===== config.mk =====
export PLATFORM = sky130hd
export DESIGN_NAME = mem_access_ctrl_flat
export DESIGN_NICKNAME = d
export VERILOG_FILES = /design/src/rtl/mem_access_ctrl_if.sv /design/src/rtl/mem_access_ctrl.sv /design/src/flat_wrapper.sv
export SDC_FILE = /design/constraint.sdc
export NUM_CORES = 1
export LEC_CHECK = 0
export ABC_CLOCK_PERIOD_IN_PS = 2300
export CAP_MARGIN = 20
export CORE_MARGIN = 8
export CORE_UTILIZATION = 41
export CTS_CLUSTER_DIAMETER = 100
export CTS_CLUSTER_SIZE = 28
export DETAILED_ROUTE_END_ITERATION = 16
export PLACE_DENSITY = 0.78
export SETUP_SLACK_MARGIN = 0.3
export SLEW_MARGIN = 5
export SYNTH_ARGS = -nofsm -noshare
export SYNTH_HDL_FRONTEND = slang
export SYNTH_SLANG_ARGS = --single-unit

===== constraint.sdc =====
create_clock -name clock -period 2.3 [get_ports clock]
set_clock_uncertainty 0.1 [all_clocks]
set_input_delay 0.575 -clock clock [delete_from_list [all_inputs] [get_ports clock]]
set_output_delay 0.575 -clock clock [all_outputs]
set_load 0.02 [all_outputs]

===== src/rtl/mem_access_ctrl_if.sv =====
// Word-addressed RAM request/acknowledge bus between the MDR front end and the memory.
// The controller drives the request side; the RAM drives the ack side.
interface mem_access_ctrl_if #(
  parameter int unsigned DATA_W = 32,
  parameter int unsigned ADDR_W = 9
) ();
  logic              mem_req;
  logic              mem_we;
  logic [ADDR_W-1:0] mem_addr;
  logic [DATA_W-1:0] mem_wdata;
  logic [DATA_W-1:0] mem_rdata;
  logic              mem_ack;

  modport master (
    output mem_req, mem_we, mem_addr, mem_wdata,
    input  mem_rdata, mem_ack
  );

  modport slave (
    input  mem_req, mem_we, mem_addr, mem_wdata,
    output mem_rdata, mem_ack
  );
endinterface


===== src/rtl/mem_access_ctrl.sv =====
// Memory-side front end of the MDR: runs one read or write per command over a req/ack RAM bus,
// with an ack timeout and an address range check. All outputs are registered.
module mem_access_ctrl #(
  parameter int unsigned DATA_W  = 32,
  parameter int unsigned ADDR_W  = 9,
  parameter int unsigned TIMEOUT = 15
) (
  input  logic              clock,
  input  logic              clear,
  input  logic              start_read,
  input  logic              start_write,
  input  logic [31:0]       addr_in,
  input  logic [DATA_W-1:0] wdata_in,
  output logic              busy,
  output logic              done,
  output logic              err,
  output logic [DATA_W-1:0] Mdatain,
  output logic              Read,
  mem_access_ctrl_if.master mem
);

  typedef enum logic [1:0] {StIdle, StAccess, StDone} state_e;

  state_e            state_q;
  logic [7:0]        cnt_q;
  logic              busy_q, done_q, err_q, read_q;
  logic              req_q, we_q;
  logic [ADDR_W-1:0] addr_q;
  logic [DATA_W-1:0] wdata_q, mdata_q;

  always_ff @(posedge clock or negedge clear) begin
    if (!clear) begin
      state_q <= StIdle;
      cnt_q   <= '0;
      busy_q  <= 1'b0;
      done_q  <= 1'b0;
      err_q   <= 1'b0;
      read_q  <= 1'b0;
      req_q   <= 1'b0;
      we_q    <= 1'b0;
      addr_q  <= '0;
      wdata_q <= '0;
      mdata_q <= '0;
    end else begin
      done_q <= 1'b0;
      read_q <= 1'b0;
      unique case (state_q)
        StIdle: begin
          err_q <= 1'b0;
          if (start_read || start_write) begin
            addr_q  <= addr_in[ADDR_W-1:0];
            wdata_q <= wdata_in;
            cnt_q   <= '0;
            busy_q  <= 1'b1;
            if (addr_in[31:ADDR_W] != '0) begin
              // Out-of-range address never reaches the RAM.
              state_q <= StDone;
              done_q  <= 1'b1;
              err_q   <= 1'b1;
            end else begin
              state_q <= StAccess;
              req_q   <= 1'b1;
              we_q    <= ~start_read;  // read wins a collision
            end
          end
        end
        StAccess: begin
          if (mem.mem_ack) begin
            if (!we_q) begin
              mdata_q <= mem.mem_rdata;
              read_q  <= 1'b1;
            end
            state_q <= StDone;
            done_q  <= 1'b1;
            err_q   <= 1'b0;
            req_q   <= 1'b0;
            we_q    <= 1'b0;
          end else if (cnt_q == 8'(TIMEOUT - 1)) begin
            state_q <= StDone;
            done_q  <= 1'b1;
            err_q   <= 1'b1;
            req_q   <= 1'b0;
            we_q    <= 1'b0;
          end else begin
            cnt_q <= cnt_q + 8'd1;
          end
        end
        StDone: begin
          state_q <= StIdle;
          busy_q  <= 1'b0;
          err_q   <= 1'b0;
        end
        default: state_q <= StIdle;
      endcase
    end
  end

  assign busy          = busy_q;
  assign done          = done_q;
  assign err           = err_q;
  assign Read          = read_q;
  assign Mdatain       = mdata_q;
  assign mem.mem_req   = req_q;
  assign mem.mem_we    = we_q;
  assign mem.mem_addr  = addr_q;
  assign mem.mem_wdata = wdata_q;

endmodule


===== src/flat_wrapper.sv =====
// flat-port wrapper written by rule: the top's interface ports become plain ports
module mem_access_ctrl_flat 
#(
  parameter int unsigned DATA_W  = 32,
  parameter int unsigned ADDR_W  = 9,
  parameter int unsigned TIMEOUT = 15
)
  (clock, clear, start_read, start_write, addr_in, wdata_in, busy, done, err, Mdatain, Read, mem_mem_req, mem_mem_we, mem_mem_addr, mem_mem_wdata, mem_mem_rdata, mem_mem_ack);
  mem_access_ctrl_if #(.DATA_W(DATA_W), .ADDR_W(ADDR_W)) mem_i ();
  input  logic clock;
  input  logic clear;
  input  logic start_read;
  input  logic start_write;
  input  logic [31:0] addr_in;
  input  logic [DATA_W-1:0] wdata_in;
  output logic busy;
  output logic done;
  output logic err;
  output logic [DATA_W-1:0] Mdatain;
  output logic Read;
  output wire logic [$bits(mem_i.mem_req)-1:0] mem_mem_req;
  output wire logic [$bits(mem_i.mem_we)-1:0] mem_mem_we;
  output wire logic [$bits(mem_i.mem_addr)-1:0] mem_mem_addr;
  output wire logic [$bits(mem_i.mem_wdata)-1:0] mem_mem_wdata;
  input wire logic [$bits(mem_i.mem_rdata)-1:0] mem_mem_rdata;
  input wire logic [$bits(mem_i.mem_ack)-1:0] mem_mem_ack;
  assign mem_mem_req = mem_i.mem_req;
  assign mem_mem_we = mem_i.mem_we;
  assign mem_mem_addr = mem_i.mem_addr;
  assign mem_mem_wdata = mem_i.mem_wdata;
  assign mem_i.mem_rdata = mem_mem_rdata;
  assign mem_i.mem_ack = mem_mem_ack;
  mem_access_ctrl #(.DATA_W(DATA_W), .ADDR_W(ADDR_W), .TIMEOUT(TIMEOUT)) u_core (.clock(clock), .clear(clear), .start_read(start_read), .start_write(start_write), .addr_in(addr_in), .wdata_in(wdata_in), .busy(busy), .done(done), .err(err), .Mdatain(Mdatain), .Read(Read), .mem(mem_i));
endmodule

== Word level (Yosys, flattened, before mapping) ==
Index checks and enable logic that the tools add are counted.

* Mux-type cells: 30
* Reductions and logical operators: 13
* Bitwise logic cells: 2
* Add/sub/neg operators: 1
* Equal/unequal tests: 8

{| class="wikitable"
|+ Operator list
! cell !! count
|-
| $mux 8 || 3
|-
| $reduce_bool 23->1 || 1
|-
| $mux 1 || 16
|-
| $pmux 8 s2 || 1
|-
| $add 8x1->8 const B || 1
|-
| $eq 8x4->1 const B || 1
|-
| $mux 2 || 4
|-
| $pmux 1 s2 || 4
|-
| $reduce_and 2->1 || 4
|-
| $reduce_and 4->1 || 2
|-
| $ne 2x2->1 const B || 3
|-
| $pmux 2 s2 || 1
|-
| $reduce_bool 2->1 || 2
|-
| $ne 3x2->1 const B || 1
|-
| $pmux 1 s3 || 1
|-
| $reduce_and 3->1 || 1
|-
| $reduce_bool 3->1 || 1
|-
| $eq 2x1->1 const B || 1
|-
| $eq 2x2->1 const B || 1
|-
| $logic_not 2->1 || 1
|-
| $ne 2x1->1 const B || 1
|-
| $not 1->1 || 2
|-
| $logic_or 1x1->1 || 1
|}

* Output and inout bits: 79
* Word-level logic and storage cells: 65
* Flip-flop bits (word level): 89
* Input bits: 101

== Logic depth before layout (Yosys ltp) ==
Gate-level depths: netlist of the first run.

* Depth after elaboration: 4
* Depth in mapped cells: 7
* Depth with buffers taken out: 6

== Worst setup path before layout of the first run ==
Ideal clock, no wire load.

* Kind: in2reg
* From: input addr_in[27]
* To: register u_core.we_q, in the netlist u_core.mem.mem_we
* Required time: 2.113 ns
* Path buffers: 0
* Library setup time: 0.087 ns
* Setup slack: 0.424 ns
* Arrival: 1.690 ns
* Stages: 4
* Cell sequence: nor4_1 -> nand4_1 -> or4_1 -> o211ai_1

* Cells in the longest elaborated chain, start to end: 3

{| class="wikitable"
|+ RTL lines
! what !! RTL line !! source
|-
| start, declared || flat_wrapper.sv:14 || <nowiki>input logic [31:0] addr_in;</nowiki>
|-
| $reduce_bool 23->1 || mem_access_ctrl.sv:55 || <nowiki>if (addr_in[31:ADDR_W] != '0) begin</nowiki>
|-
| $ne 2x2->1 (no line) || - ||
|-
| $reduce_and 4->1 (no line) || - ||
|-
| end signal, assigned || mem_access_ctrl.sv:63 || <nowiki>we_q <= ~start_read;</nowiki>
|-
| end, declared || mem_access_ctrl.sv:27 || <nowiki>logic req_q, we_q;</nowiki>
|}

Every way passes these cells.
A chain may end at the register's enable or synchronous reset.

== Worst setup path after layout of the first run ==
* From: register u_core.done_q, in the netlist u_core.done
* To: output done

{| class="wikitable"
|+ RTL lines
! what !! RTL line !! source
|-
| start, declared || mem_access_ctrl.sv:26 || <nowiki>logic busy_q, done_q, err_q, read_q;</nowiki>
|-
| start signal, assigned || mem_access_ctrl.sv:36 || <nowiki>done_q <= 1'b0;</nowiki>
|-
| start signal, assigned || mem_access_ctrl.sv:45 || <nowiki>done_q <= 1'b0;</nowiki>
|-
| start signal, assigned || mem_access_ctrl.sv:58 || <nowiki>done_q <= 1'b1;</nowiki>
|-
| end, declared || flat_wrapper.sv:17 || <nowiki>output logic done;</nowiki>
|}

No word-level cell between the ends.

==> results.md, run 1 <==
- Outcome: finished clean
- Synth Cell Area: 3884 µm²
- Core ar.: 9196 µm²
- Syn_area_per_cell: 13.77 µm²
- # rows: 35
- Kind of critical path: reg2out
- Total of max-cap violations: 0
- Grt ovf: 0
- Total negative slack: 0 ns
- Synthesized Nets: 389
- Crit-path max FO: 1
- CTS tree: built
- Clock sink count: 89
- Number of enable flip-flop cells after synthesis: 0
- P_leak: 2.956 nW
- Routed len/inst: 18.20 µm
- Required @ worst endpoint: 1.62 ns
- Die H: 113.3 µm
- Drt first pass iters: 4
- Initial antenna violation count: 0
- Hold crit path type: in2async
- Fin util: 0.6597
- Ys async rst share: 1.000
- Cell family with most CP delay: buffers and inverters
- Final period util: 0.8527
- Worst Max-Slew Pin Slew: 0.5313 ns
- Met2 usage: 0.2937
- #FFs+latches synth: 89
- PD cells: 907.8 nW/µm²
- DRT antenna net count: 0
- RSZ-0062 raised after global routing: false
- Layout cell share with drive strength beyond 1: 0.2375
- Final setup viols: 0
- Maximum VDD drop: 0.3992 mV
- # DRC: 0
- Ports: 180
- DRT iter0 DRCs: 83
- Crit-path cells: clkdlybuf4s50_1
- Dpl hpwl: 8436 µm
- Fmax: 509.9 MHz
- IO Port Bufs: 179
- H-tree depth: 3
- Register clock-pin slew on the reported worst setup and hold paths: 0.09 ns
- Commonest cells after routing, fill and taps aside: clkdlybuf4s50_1 (101), dfrtp_1 (89), mux2_2 (68)
- Clk buf depth: 2
- Slowest CP cell: clkdlybuf4s50_1
- Crit path largest cell delay: 0.62 ns
- Total track usage: 0.1638
- Clk_lat worst skew: 0.34 ns
- Top FF cell, synth: dfrtp_1
- P&R area growth vs syn: 56.22%
- Global placer's final weighted congestion: 0.8000
- # nets final: 583
- Die area: 12840 µm²
- Synth cell types: 46
- Vias in the first global route: 3271
- Total routed wirelength: 10760 µm
- Most Used Layer, Global Route: met2
- Via-to-Cell Ratio: 5.115
- Effective utilization at floorplan: 0.4223
- First-pass GRT wire length: 16880 µm
- CTS Buf Count: 9
- Hold-fix buffers, CTS: 0
- Synth Instances: 282
- Crit path time final: 1.961 ns
- Die width: 113.3 µm
- Slew margin rel.: 0.6458
- Root Driver: clkbuf_8
- Commonest non-fill, non-tap cell in the layout: clkdlybuf4s50_1
- YS warnings: 0
- M1 GR Usage: 0.1839
- Pin count of the biggest net entering global routing: 42
- CP arrival: 1.29 ns
- Register area share after synthesis: 0.5735
- Final Hold Viols: 0
- Buffer and inverter count on the worst path: 1
- Met3 Use GR: 0.05272
- Worst setup SP type: register
- Diode count: 0
- Total vias in the final route: 3023
- Final Max Tran Viols: 0
- CP endpoint kind: primary output
[final timing paths]
| kind | start | end | slack (ns) | depth (start not counted) |
|---|---|---|---|---|
| max | u_core.done$_DFF_PN0_ | done | 0.34 | 1 |
| min reg2reg | u_core.mem.mem_wdata[9]$_DFFE_PN0P_ | u_core.mem.mem_wdata[9]$_DFFE_PN0P_ | 0.40 | 1 |
| max reg2reg | u_core.state_q[0]$_DFFE_PN0P_ | u_core.cnt_q[5]$_DFFE_PN0P_ | 0.42 | 6 |
| min in group clock | u_core.mem.mem_wdata[9]$_DFFE_PN0P_ | u_core.mem.mem_wdata[9]$_DFFE_PN0P_ | 0.40 | 1 |
| min | clear | u_core.mem.mem_wdata[21]$_DFFE_PN0P_ | 0.11 | 1 |
| max in group asynchronous | clear | u_core.Mdatain[26]$_DFFE_PN0P_ | 1.38 | 2 |
[timing repair]
item	CTS	global route
hold endpoints to repair	0	0
cloned	0	0
setup buffers	0	0
resized for setup	61	21
setup endpoints to repair	61	52
[metrics by stage]
step | std cells | hold slack [ns] | power, mW | instance area, µm² | setup slack (ns)
6_report | 591 | 0.1061 | 5.508 | 6067 | 0.3387
5_1_grt | 591 | 0.1148 | 5.821 | 6067 | 0.3026
4_1_cts | 591 | 0.1115 | 5.609 | 6010 | 0.3003
3_5_place_dp | 576 | 0.3749 | 4.718 | 5884 | -0.01954
3_3_place_gp | 576 | 0.3684 | 4.652 | 5884 | 0.06112
2_1_floorplan | 282 | 0.1794 | 3.470 | 3884 | 0.4236
[layout make-up]
cell class	instances	area, µm²
Fill cell	740	3129
Sequential cell	89	2227
Timing Repair Buffer	195	1911
Multi-Input combinational cell	173	1559
Tap cell	111	138.9
Clock buffer	10	137.6
Clock inverter	5	63.81
Inverter	8	30.03
[state kept, by name (all words and copies together), names as in the netlist]
register and cells:
u_core.mem.mem_we 1, u_core.cnt_q 8, u_core.Mdatain 32, u_core.mem.mem_req 1, u_core.mem.mem_wdata 32, u_core.err 1, u_core.busy 1, u_core.Read 1
u_core.state_q 2, u_core.done 1, u_core.mem.mem_addr 9
[routing by layer]
layer	vias to the layer above	routed length [µm]
met3	10	667
met2	119	5576
met5	-	0
met1	1487	4403
li1	1407	-
met4	0	107
[cells by family (layout without fill, tap and decap cells)]
logic type	after synthesis	count (layout)	share of synthesized area
buffers and inverters	20	218	0.03060
DFF	89	89	0.5735
muxes	77	77	0.2220
and+or+nand+nor	56	56	0.08731
adders and majority gates	6	6	0.01933
AOI/OAI and AO/OA	34	34	0.06733
[cells in the mapped netlist (2+ instances only)]
cell type / n / area [µm²]
dfrtp_1: 89 / 2227
mux2_2: 68 / 765.7
nand2_1: 11 / 41.29
inv_1: 8 / 30.03
a21oi_1: 7 / 35.03
ha_1: 6 / 75.07
nor2_1: 6 / 22.52
o21ai_0: 6 / 30.03
buf_2: 5 / 25.02
buf_6: 5 / 56.30
mux2_1: 5 / 56.30
nand2b_1: 5 / 31.28
nor3_1: 5 / 25.02
nor4_1: 5 / 31.28
and3_1: 4 / 25.02
mux2i_1: 4 / 40.04
a311oi_1: 3 / 26.28
and2_1: 3 / 18.77
nand3_1: 3 / 15.01
o22ai_1: 3 / 18.77
clkbuf_1: 2 / 7.510
nand4_1: 2 / 12.51
o211ai_1: 2 / 15.01
o31ai_1: 2 / 15.01
or4_1: 2 / 15.01
[report_power, final]
group / leakage (nW) / switching, mW / internal (mW) / total, mW
clock: 0.0989 / 0.538 / 0.534 / 1.07
combinational: 1.72 / 1.14 / 1.12 / 2.26
sequential: 1.13 / 0.208 / 1.97 / 2.18
total: 2.96 / 1.88 / 3.62 / 5.51
(Power assumes the default switching activity.)
==> run 2: changes to the inputs <==
CAP_MARGIN = unset   (was 20)
==> results of run 2 <==
No change in the layout: final DEF, timing and power equal those of run 1.
